[config.mk]
export PLATFORM = sky130hd
export DESIGN_NAME = status_reg_flat
export DESIGN_NICKNAME = d
export VERILOG_FILES = /design/src/rtl/status_reg_if.sv /design/src/rtl/status_reg.sv /design/src/flat_wrapper.sv
export SDC_FILE = /design/constraint.sdc
export NUM_CORES = 1
export LEC_CHECK = 0
export ABC_AREA = 1
export BUFFER_PORTS_ARGS = -buffer_cell sky130_fd_sc_hd__buf_4
export CORE_ASPECT_RATIO = 0.9
export CORE_MARGIN = 1
export CORE_UTILIZATION = 39
export CTS_CLUSTER_SIZE = 16
export DETAILED_ROUTE_END_ITERATION = 16
export GPL_TIMING_DRIVEN = 0
export PLACE_DENSITY = 0.87
export SETUP_SLACK_MARGIN = 0.1
export SYNTH_ARGS = -nofsm -noshare
export SYNTH_HDL_FRONTEND = slang
export SYNTH_SLANG_ARGS = --single-unit
[constraint.sdc]
create_clock -name clk -period 1.1 [get_ports clk]
set_input_delay 0.22 -clock clk [delete_from_list [all_inputs] [get_ports clk]]
set_output_delay 0.22 -clock clk [all_outputs]
set_load 0.02 [all_outputs]
[src/rtl/status_reg_if.sv]
// Signal bundle between the 6502 core/ALU and the processor status register.
// The core side drives strobes and ALU flags; the register side returns the stored status.
interface status_reg_if;
  logic       en;
  logic       alu_cout;
  logic       alu_overflow;
  logic       alu_zero;
  logic       alu_negative;
  logic       upd_nz;
  logic       upd_c;
  logic       upd_v;
  logic [2:0] flag_op;
  logic       bit_op;
  logic       load_p;
  logic [7:0] data_in;
  logic       irq_set;
  logic       instr_done;
  logic       push_brk;
  logic [7:0] p;
  logic [7:0] p_push;
  logic       carry;
  logic       dec_mode;
  logic       irq_mask;

  // Strobes are level-qualified by en: a strobe takes effect only on a rising
  // clock edge where en=1, with no request/acknowledge handshake.
  modport master (
    output en, alu_cout, alu_overflow, alu_zero, alu_negative,
    output upd_nz, upd_c, upd_v, flag_op, bit_op, load_p, data_in,
    output irq_set, instr_done, push_brk,
    input  p, p_push, carry, dec_mode, irq_mask
  );

  modport slave (
    input  en, alu_cout, alu_overflow, alu_zero, alu_negative,
    input  upd_nz, upd_c, upd_v, flag_op, bit_op, load_p, data_in,
    input  irq_set, instr_done, push_brk,
    output p, p_push, carry, dec_mode, irq_mask
  );
endinterface

[src/rtl/status_reg.sv]
// 6502 processor status register: six stored flags, per-flag priority update,
// push formatting and the one-instruction-delayed IRQ mask.
module status_reg #(
  parameter logic RESET_I = 1'b1
) (
  input  logic        clk,
  input  logic        rst_n,
  status_reg_if.slave sif
);

  localparam logic [2:0] FOP_SEC = 3'd1;
  localparam logic [2:0] FOP_CLC = 3'd2;
  localparam logic [2:0] FOP_SEI = 3'd3;
  localparam logic [2:0] FOP_CLI = 3'd4;
  localparam logic [2:0] FOP_SED = 3'd5;
  localparam logic [2:0] FOP_CLD = 3'd6;
  localparam logic [2:0] FOP_CLV = 3'd7;

  logic n_q, v_q, d_q, i_q, z_q, c_q;
  logic irq_mask_q;
  logic n_d, v_d, d_d, i_d, z_d, c_d;
  logic irq_mask_d;

  logic sec, clc, sei, cli, sed, cld, clv;

  always_comb begin
    sec = 1'b0;
    clc = 1'b0;
    sei = 1'b0;
    cli = 1'b0;
    sed = 1'b0;
    cld = 1'b0;
    clv = 1'b0;
    case (sif.flag_op)
      FOP_SEC: sec = 1'b1;
      FOP_CLC: clc = 1'b1;
      FOP_SEI: sei = 1'b1;
      FOP_CLI: cli = 1'b1;
      FOP_SED: sed = 1'b1;
      FOP_CLD: cld = 1'b1;
      FOP_CLV: clv = 1'b1;
      default: ;
    endcase
  end

  // Each flag resolves its own priority chain; load_p always wins.
  always_comb begin
    n_d = n_q;
    v_d = v_q;
    d_d = d_q;
    i_d = i_q;
    z_d = z_q;
    c_d = c_q;
    if (sif.en) begin
      if (sif.load_p)      n_d = sif.data_in[7];
      else if (sif.bit_op) n_d = sif.data_in[7];
      else if (sif.upd_nz) n_d = sif.alu_negative;

      if (sif.load_p)      v_d = sif.data_in[6];
      else if (sif.bit_op) v_d = sif.data_in[6];
      else if (clv)        v_d = 1'b0;
      else if (sif.upd_v)  v_d = sif.alu_overflow;

      if (sif.load_p)      d_d = sif.data_in[3];
      else if (sed)        d_d = 1'b1;
      else if (cld)        d_d = 1'b0;

      if (sif.load_p)       i_d = sif.data_in[2];
      else if (sif.irq_set) i_d = 1'b1;
      else if (sei)         i_d = 1'b1;
      else if (cli)         i_d = 1'b0;

      if (sif.load_p)      z_d = sif.data_in[1];
      else if (sif.bit_op) z_d = sif.alu_zero;
      else if (sif.upd_nz) z_d = sif.alu_zero;

      if (sif.load_p)      c_d = sif.data_in[0];
      else if (sec)        c_d = 1'b1;
      else if (clc)        c_d = 1'b0;
      else if (sif.upd_c)  c_d = sif.alu_cout;
    end
  end

  // Polling sees I as it stood before this edge, giving the 6502's
  // one-instruction delay after CLI/SEI/PLP; interrupt entry masks at once.
  always_comb begin
    irq_mask_d = irq_mask_q;
    if (sif.en) begin
      if (sif.irq_set)         irq_mask_d = 1'b1;
      else if (sif.instr_done) irq_mask_d = i_q;
    end
  end

  always_ff @(posedge clk or negedge rst_n) begin
    if (!rst_n) begin
      n_q        <= 1'b0;
      v_q        <= 1'b0;
      d_q        <= 1'b0;
      i_q        <= RESET_I;
      z_q        <= 1'b0;
      c_q        <= 1'b0;
      irq_mask_q <= RESET_I;
    end else begin
      n_q        <= n_d;
      v_q        <= v_d;
      d_q        <= d_d;
      i_q        <= i_d;
      z_q        <= z_d;
      c_q        <= c_d;
      irq_mask_q <= irq_mask_d;
    end
  end

  assign sif.p        = {n_q, v_q, 1'b1, 1'b0, d_q, i_q, z_q, c_q};
  assign sif.p_push   = {n_q, v_q, 1'b1, sif.push_brk, d_q, i_q, z_q, c_q};
  assign sif.carry    = c_q;
  assign sif.dec_mode = d_q;
  assign sif.irq_mask = irq_mask_q;

  // Bits 5 and 4 of a pulled status byte have no storage behind them.
  logic unused_data_bits;
  assign unused_data_bits = ^sif.data_in[5:4];

endmodule

[src/flat_wrapper.sv]
// flat-port wrapper written by rule: the top's interface ports become plain ports
module status_reg_flat 
#(
  parameter logic RESET_I = 1'b1
)
  (clk, rst_n, sif_en, sif_alu_cout, sif_alu_overflow, sif_alu_zero, sif_alu_negative, sif_upd_nz, sif_upd_c, sif_upd_v, sif_flag_op, sif_bit_op, sif_load_p, sif_data_in, sif_irq_set, sif_instr_done, sif_push_brk, sif_p, sif_p_push, sif_carry, sif_dec_mode, sif_irq_mask);
  status_reg_if sif_i ();
  input  logic clk;
  input  logic rst_n;
  input wire logic [$bits(sif_i.en)-1:0] sif_en;
  input wire logic [$bits(sif_i.alu_cout)-1:0] sif_alu_cout;
  input wire logic [$bits(sif_i.alu_overflow)-1:0] sif_alu_overflow;
  input wire logic [$bits(sif_i.alu_zero)-1:0] sif_alu_zero;
  input wire logic [$bits(sif_i.alu_negative)-1:0] sif_alu_negative;
  input wire logic [$bits(sif_i.upd_nz)-1:0] sif_upd_nz;
  input wire logic [$bits(sif_i.upd_c)-1:0] sif_upd_c;
  input wire logic [$bits(sif_i.upd_v)-1:0] sif_upd_v;
  input wire logic [$bits(sif_i.flag_op)-1:0] sif_flag_op;
  input wire logic [$bits(sif_i.bit_op)-1:0] sif_bit_op;
  input wire logic [$bits(sif_i.load_p)-1:0] sif_load_p;
  input wire logic [$bits(sif_i.data_in)-1:0] sif_data_in;
  input wire logic [$bits(sif_i.irq_set)-1:0] sif_irq_set;
  input wire logic [$bits(sif_i.instr_done)-1:0] sif_instr_done;
  input wire logic [$bits(sif_i.push_brk)-1:0] sif_push_brk;
  output wire logic [$bits(sif_i.p)-1:0] sif_p;
  output wire logic [$bits(sif_i.p_push)-1:0] sif_p_push;
  output wire logic [$bits(sif_i.carry)-1:0] sif_carry;
  output wire logic [$bits(sif_i.dec_mode)-1:0] sif_dec_mode;
  output wire logic [$bits(sif_i.irq_mask)-1:0] sif_irq_mask;
  assign sif_i.en = sif_en;
  assign sif_i.alu_cout = sif_alu_cout;
  assign sif_i.alu_overflow = sif_alu_overflow;
  assign sif_i.alu_zero = sif_alu_zero;
  assign sif_i.alu_negative = sif_alu_negative;
  assign sif_i.upd_nz = sif_upd_nz;
  assign sif_i.upd_c = sif_upd_c;
  assign sif_i.upd_v = sif_upd_v;
  assign sif_i.flag_op = sif_flag_op;
  assign sif_i.bit_op = sif_bit_op;
  assign sif_i.load_p = sif_load_p;
  assign sif_i.data_in = sif_data_in;
  assign sif_i.irq_set = sif_irq_set;
  assign sif_i.instr_done = sif_instr_done;
  assign sif_i.push_brk = sif_push_brk;
  assign sif_p = sif_i.p;
  assign sif_p_push = sif_i.p_push;
  assign sif_carry = sif_i.carry;
  assign sif_dec_mode = sif_i.dec_mode;
  assign sif_irq_mask = sif_i.irq_mask;
  status_reg #(.RESET_I(RESET_I)) u_core (.clk(clk), .rst_n(rst_n), .sif(sif_i));
endmodule
==> results of run 1 <==
power breakdown:
part / switching [uW] / total [uW] / internal, uW
clock: 107 / 246 / 139
sequential: 44.8 / 346 / 301
combinational: 264 / 618 / 354
synthesized netlist by cell type (all sizes together):
cell / count
a21oi: 2
nor3: 1
a31oi: 4
dfrtp: 5
o21ai: 6
nand3: 7
nand2: 21
o21bai: 1
nor2: 6
o211ai: 1
buf: 18
conb: 2
inv: 9
or2: 1
dfstp: 2
layout make-up:
class	count	area, sq um	area share, %
Sequential cell	7	180	17.1
Clock buffer	4	26.3	2.50
Buffer	18	176	16.8
Timing Repair Buffer	40	359	34.1
Inverter	9	33.8	3.21
Multi-Input combinational cell	53	258	24.5
Tap cell	15	18.8	1.78
cells in the final DEF (no fill, tap or decap):
cell type	count
a21oi_4	1
nor2_1	5
o21ai_1	2
nor3_1	1
o211ai_1	1
buf_4	31
a21oi_1	1
or2_2	1
dlygate4sd3_1	1
nand2_1	21
nor2_4	1
o21ai_0	4
clkbuf_1	1
o21bai_1	1
dfrtp_1	3
inv_1	9
dfstp_2	2
clkbuf_4	3
dfrtp_2	2
a31oi_1	4
conb_1	3
nand3_1	7
buf_6	26
logic make-up (layout without fill, tap and decap cells):
| logic type | Yosys count | count (layout) |
|---|---|---|
| compound gates | 14 | 14 |
| simple gates | 36 | 36 |
| buf+inv | 27 | 71 |
| flops | 7 | 7 |
| other cells | 2 | 3 |
layer usage:
| layer | global-route usage (%) | share of wire, % | routed length, um |
|---|---|---|---|
| met5 | 0 | 0 | 0 |
| met4 | 4.69 | 0.66 | 12 |
| met3 | 5.99 | 5.2 | 94 |
| met2 | 45.8 | 54 | 978 |
| met1 | 20.4 | 40 | 721 |
metrics by stage:
step	std cells	util, %
floorplan	87	-
global placement	139	62.5
detailed placement	139	62.5
CTS	146	72.5
global route	146	72.7
finish	146	72.7
flip-flops by register name, summed over array words and instances (netlist names):
register	count
u_core.sif.carry	1
u_core.z_q	1
u_core.sif.irq_mask	1
u_core.sif.dec_mode	1
u_core.v_q	1
u_core.n_q	1
u_core.i_q	1
what timing repair did:
item	CTS	global route
endpoints found under the setup margin	16	16
hold buffers	1	0
hold endpoints to repair	7	0
setup buffers	2	0
gates resized for setup	25	2
worst register-to-register path: cells and delay by family, from the launching register on:
kind / cells / cell delay, ns
AO/OA/AOI/OAI: 2 / 0.30
buffers and inverters: 1 / 0.06
flip-flops: 1 / 0.54
AND/OR/NAND/NOR: 1 / 0.06
worst max path at each step:
stage / start / end / slack [ns]
6_report: u_core.i_q / sif_p_push[2] / -0.12
3_3_place_gp: u_core.i_q / u_core.i_q / 0.14
2_1_floorplan: u_core.i_q / u_core.i_q / 0.19
5_1_grt: u_core.i_q / sif_p_push[2] / -0.15
4_1_cts: u_core.i_q / sif_p_push[2] / -0.13
3_5_place_dp: u_core.i_q / u_core.i_q / 0.09
==> metrics.cfg, run 1 <==
[timing]
holdWs_ns=0.173
period_share_pct=111
max_freq_ghz=0.821
setup_slack_ns=-0.118
final.setup_skew_ns=0.0000475
tns_ns=-0.812
rsz0062_at_grt=true
slew_viol_final=0
hold_viol_final=0
finalCriticalPeriod_ns=1.22
finalSetupViolCount=13

[yosys]
synth_cell_type_count=19
netlist_area_sq_um=604
ys_ff_latch=7
synth_xor_area_share_pct=0
synth_top_family_by_area=buffers and inverters
synth_top_area_cell=buf_4
yosysSeqAreaShare_pct=29.4
yosysWarnings=0
synth_compound_area_share_pct=15.1
synthAdderAreaFrac_pct=0
synthSimpleGateAreaFrac_pct=25.7
synth_top_area_share_pct=21.1
avgSynthCellArea_sq_um=7.03
synthMuxAreaShare_pct=0
synth_cells=86
synthTopCellsByArea=buf_4 (21%), dfrtp_1 (21%), nand2_1 (13%)

[placement]
place_area_sq_um=905
dp_hpwl_mm=1.22
io_buffer_count=37
post-place-ws_ns=0.0875
gp_congestion=0.846

[setup_path]
crit_path_end_kind=output pin
r2r_start=u_core.i_q
start_kind=flop
crit_buf_inv=2
critPathSlowestCell=dfstp_2
path_cells=buf_4 -> buf_6
crit_fanout=3
worst_ep_required_time_ns=0.88
critPathMaxStageDelay_ns=0.54
crit_type=flop to output pin
ff2ff_setup_slack_ns=0.07
r2r-end=u_core.i_q
cp_top_family=flip-flops
cp.depth=2
r2r_cells=4
arrival_ns=1.00

[cts]
path_clk_slew_ns=0.05
cts-root-buf=clkbuf_4
h-tree-depth=1
insertion_delay_ns=0.25
cts.path.max_buffers=2
cts_tree=done
numCtsBuffers=3
cts_sinks=7

[route]
antenna_left=0
wire_per_inst_um=12.4
via_count=692
wl_mm=1.81
drtIter0Drc=31
vias_per_cell=4.74
route.detailed.drc=6
drtPass1Iterations=10

[min_path]
hold_start=sif_load_p
whs_path_depth=2
hold_class=input port to flop
holdPathEnd=u_core.i_q

[die]
fp.dieH_um=39.3
start_util_pct=41.7
die_w_um=43.5
coreArea_sq_um=1450
die_area_sq_um=1710
floorplan.rows=13
boundaryPins=45

[pwr]
power_uw=1210
powerDensity_nw_per_um2=1150
ir_drop_mv=0.793
power.leakage_uw=0.000563

[status]
violations=design-rule violations, negative setup slack
outcome=finished, violations left

[global_route]
antenna_found_initial=0
grt.overflow.total=0
track_usage_pct=21.5
grt_pass1_wl_mm=2.57
first_global_vias=595
grt_max_degree=11

[final_layout]
fillCellCount=98
nNetsFinal=158
drive_above_1_share_pct=51.1
diodes=0
final_area_sq_um=1050
syn_to_final_growth_pct=74.1

[run]
maxCapViolCount=0

No activity file was read; power rests on OpenSTA's default activity.
==> run 2: changes to the inputs <==
- ABC_AREA: 1 -> not set
- CORE_UTILIZATION: 39 -> 38
- PLACE_DENSITY: 0.87 -> 0.86
- SKIP_CTS_REPAIR_TIMING: not set -> 1
- TNS_END_PERCENT: not set -> 1
==> run 2 against run 1 <==
The run still ends with design-rule violations, negative setup slack left; hold slack gained 0.042 ns; clock power is 6% lower; routed wire length is 15% lower; non-clock buffer count shrank 1; critical path depth stayed put; global-route usage fell by 1.8 points; via count down 7.9%; count of clock-buffer cells in the layout is the same; clock skew about the same; synthesized cell count fell by 19%; critical path type unchanged.
==> metrics.cfg, run 2 <==
[setup_path]
ff2ff_setup_slack_ns=-0.01  ; -0.08 ns
cp_top_family=flip-flops
start_kind=flop
r2r-end=u_core.i_q
crit_type=flop to output pin
crit_fanout=5  ; +2
r2r_cells=3  ; -1
r2r_start=u_core.i_q
crit_path_end_kind=output pin
arrival_ns=1.06  ; +0.06 ns
cp_common_cell=buf_6
worst_ep_required_time_ns=0.88  ; about the same
critPathMaxStageDelay_ns=0.59  ; +0.05 ns
path_cells=buf_6 -> buf_6
critPathSlowestCell=dfstp_2
crit_buf_inv=2  ; unchanged

[route]
via_count=637  ; -7.9%
wire_per_inst_um=11.9  ; -3.5%
wl_met2_um=821  ; -16%
antenna_left=0  ; unchanged
drtPass1Iterations=10  ; unchanged
vias_per_cell=4.98  ; +5.0%
met1_length_um=559  ; -22%
drtIter0Drc=27  ; -13%
wl_mm=1.53  ; -15%
route.detailed.drc=8  ; +2
met3_length_um=77  ; -18%
highest_layer=met4

[timing]
rsz0062_at_grt=true
max_freq_ghz=0.783  ; -4.7%
finalSetupViolCount=14  ; +1
holdWs_ns=0.215  ; +0.0419 ns
period_share_pct=116  ; +5.5 points
final.setup_skew_ns=0.0000976  ; +0.0000500 ns
setup_slack_ns=-0.178  ; -0.0600 ns
slew_viol_final=0  ; unchanged
tns_ns=-0.785  ; +0.0270 ns
hold_viol_final=0  ; unchanged
finalCriticalPeriod_ns=1.28  ; +0.0600 ns

[cts]
cts-root-buf=clkbuf_4
cts.path.max_buffers=2  ; unchanged
cts_tree=done
h-tree-depth=1  ; unchanged
insertion_delay_ns=0.25  ; about the same
numCtsBuffers=3  ; unchanged
cts_sinks=7  ; unchanged
path_clk_slew_ns=0.05  ; about the same

[die]
die_w_um=43.4  ; -0.26%
start_util_pct=40.4  ; -1.3 points
die_area_sq_um=1700  ; -0.53%
coreArea_sq_um=1450  ; unchanged
floorplan.rows=13  ; unchanged
boundaryPins=45  ; unchanged
fp.dieH_um=39.2  ; -0.27%

[yosys]
ys.flop_type=dfrtp_1
yosysWarnings=0  ; unchanged
yosys.cell_count.top_type=buf_4
synth_cell_type_count=27  ; +8
avgSynthCellArea_sq_um=8.37  ; +19%
yosysSeqAreaShare_pct=30.3  ; +0.94 points
synth_cells=70  ; -19%
synth_edf_count=0  ; unchanged
synth_top_area_cell=dfrtp_1
synth_top_area_share_pct=21.4  ; +0.25 points
ys_ff_latch=7  ; unchanged
synthTopCellsByArea=dfrtp_1 (21%), buf_4 (21%), dfstp_2 (9.0%)
ys_top_cells_by_count=buf_4 (16), o21ai_0 (7), nor2_1 (6)
synthArstFlopShare_pct=100  ; unchanged
netlist_area_sq_um=586  ; -3.1%

[final_layout]
drive_above_1_share_pct=57.5  ; +6.4 points
layout_common_cells=buf_4 (38), buf_6 (15), o21ai_0 (7)
layoutNonFillerInstCount=128  ; -12%
final_core_util_pct=69.7  ; -3.0 points
nNetsFinal=140  ; -11%
diodes=0  ; unchanged
final_common_cell=buf_4
syn_to_final_growth_pct=72.2

[global_route]
antenna_found_initial=0  ; unchanged
grt.overflow.total=0  ; unchanged
first_global_vias=560  ; -5.9%
track_usage_pct=19.7  ; -1.8 points
grt_max_degree=11  ; unchanged
grt_pass1_wl_mm=2.31  ; -10%

[min_path]
holdPathEnd=u_core.sif.irq_mask
hold_class=input port to flop
whs_path_depth=2  ; unchanged
hold_start=sif_irq_set

[placement]
io_buffer_count=37  ; unchanged
place_inst=123  ; -12%
post-place-ws_ns=-0.131  ; -0.218 ns
dp_hpwl_mm=1.21  ; -0.93%
gp_congestion=0.861  ; +1.7%

[status]
outcome=finished, violations left
violations=design-rule violations, negative setup slack

[pwr]
ir_drop_mv=0.583  ; -27%
power.leakage_uw=0.000506  ; -10%
powerDensity_nw_per_um2=1150  ; -0.41%

[run]
maxCapViolCount=0  ; unchanged

[run 2: cell count changes in the layout (fill, tap and decap cells not counted), sizes merged, moves of 2 or more]
cell | previous run | this run
nand3 | 7 | 4
nand2 | 21 | 4
inv | 9 | 2
a22o | 0 | 2
o31ai | 0 | 2
[run 2: worst max-delay path by stage]
stage / to / depth (start not counted) / start
after floorplan: u_core.sif.carry / 5 / sif_flag_op[1]
after global placement: u_core.sif.carry / 5 / sif_flag_op[0]
after detailed placement: u_core.sif.carry / 5 / sif_flag_op[0]
after CTS: sif_p_push[2] / 2 / u_core.i_q
after global routing: sif_p[2] / 2 / u_core.i_q
final: sif_p_push[2] / 2 / u_core.i_q
[run 2: kinds of logic (layout without fill, tap and decap cells)]
| logic type | Yosys count | count (layout) | share of synthesized area (%) |
|---|---|---|---|
| AO/OA/AOI/OAI | 20 | 20 | 24.1 |
| AND/OR/NAND/NOR | 17 | 17 | 13.0 |
| buffers and inverters | 21 | 63 | 25.4 |
| other | 2 | 3 | 1.28 |
| flip-flops | 7 | 7 | 30.3 |
| XOR/XNOR | 1 | 1 | 1.50 |
| multiplexers | 2 | 2 | 4.27 |
[run 2: worst reg2reg max path, stage by stage (launching register included)]
cell and delay (ns):
dfstp_2 0.40, a22oi_1 0.19, a31oi_1 0.12, a311o_1 0.33
[run 2: cell type report]
cell class                 count  area [sq um]
buffer                        19           149
clock buffer                   4          26.3
fill                         113           439
inverter                       2          7.51
multi-input combinational     43           284
sequential                     7           178
tap                           15          18.8
timing repair buffer          38           345
[run 2: power breakdown]
group / leakage (uW) / internal [uW] / switching, uW
sequential: 0.0000814 / 300 / 39.2
combinational: 0.000409 / 337 / 248
clock: 0.0000150 / 138 / 93.3
[run 2: per-layer routing]
metal	vias up	global-route usage, %
met5	-	0
met4	0	18.0
met3	10	1.87
met2	30	36.7
met1	283	19.7
li1	314	-
[run 2: stage by stage]
step	cell area (sq um)	total power (uW)
after floorplan	589	632
after global placement	886	832
after detailed placement	886	850
after CTS	912	1090
after global routing	1010	1230
final	1010	1150
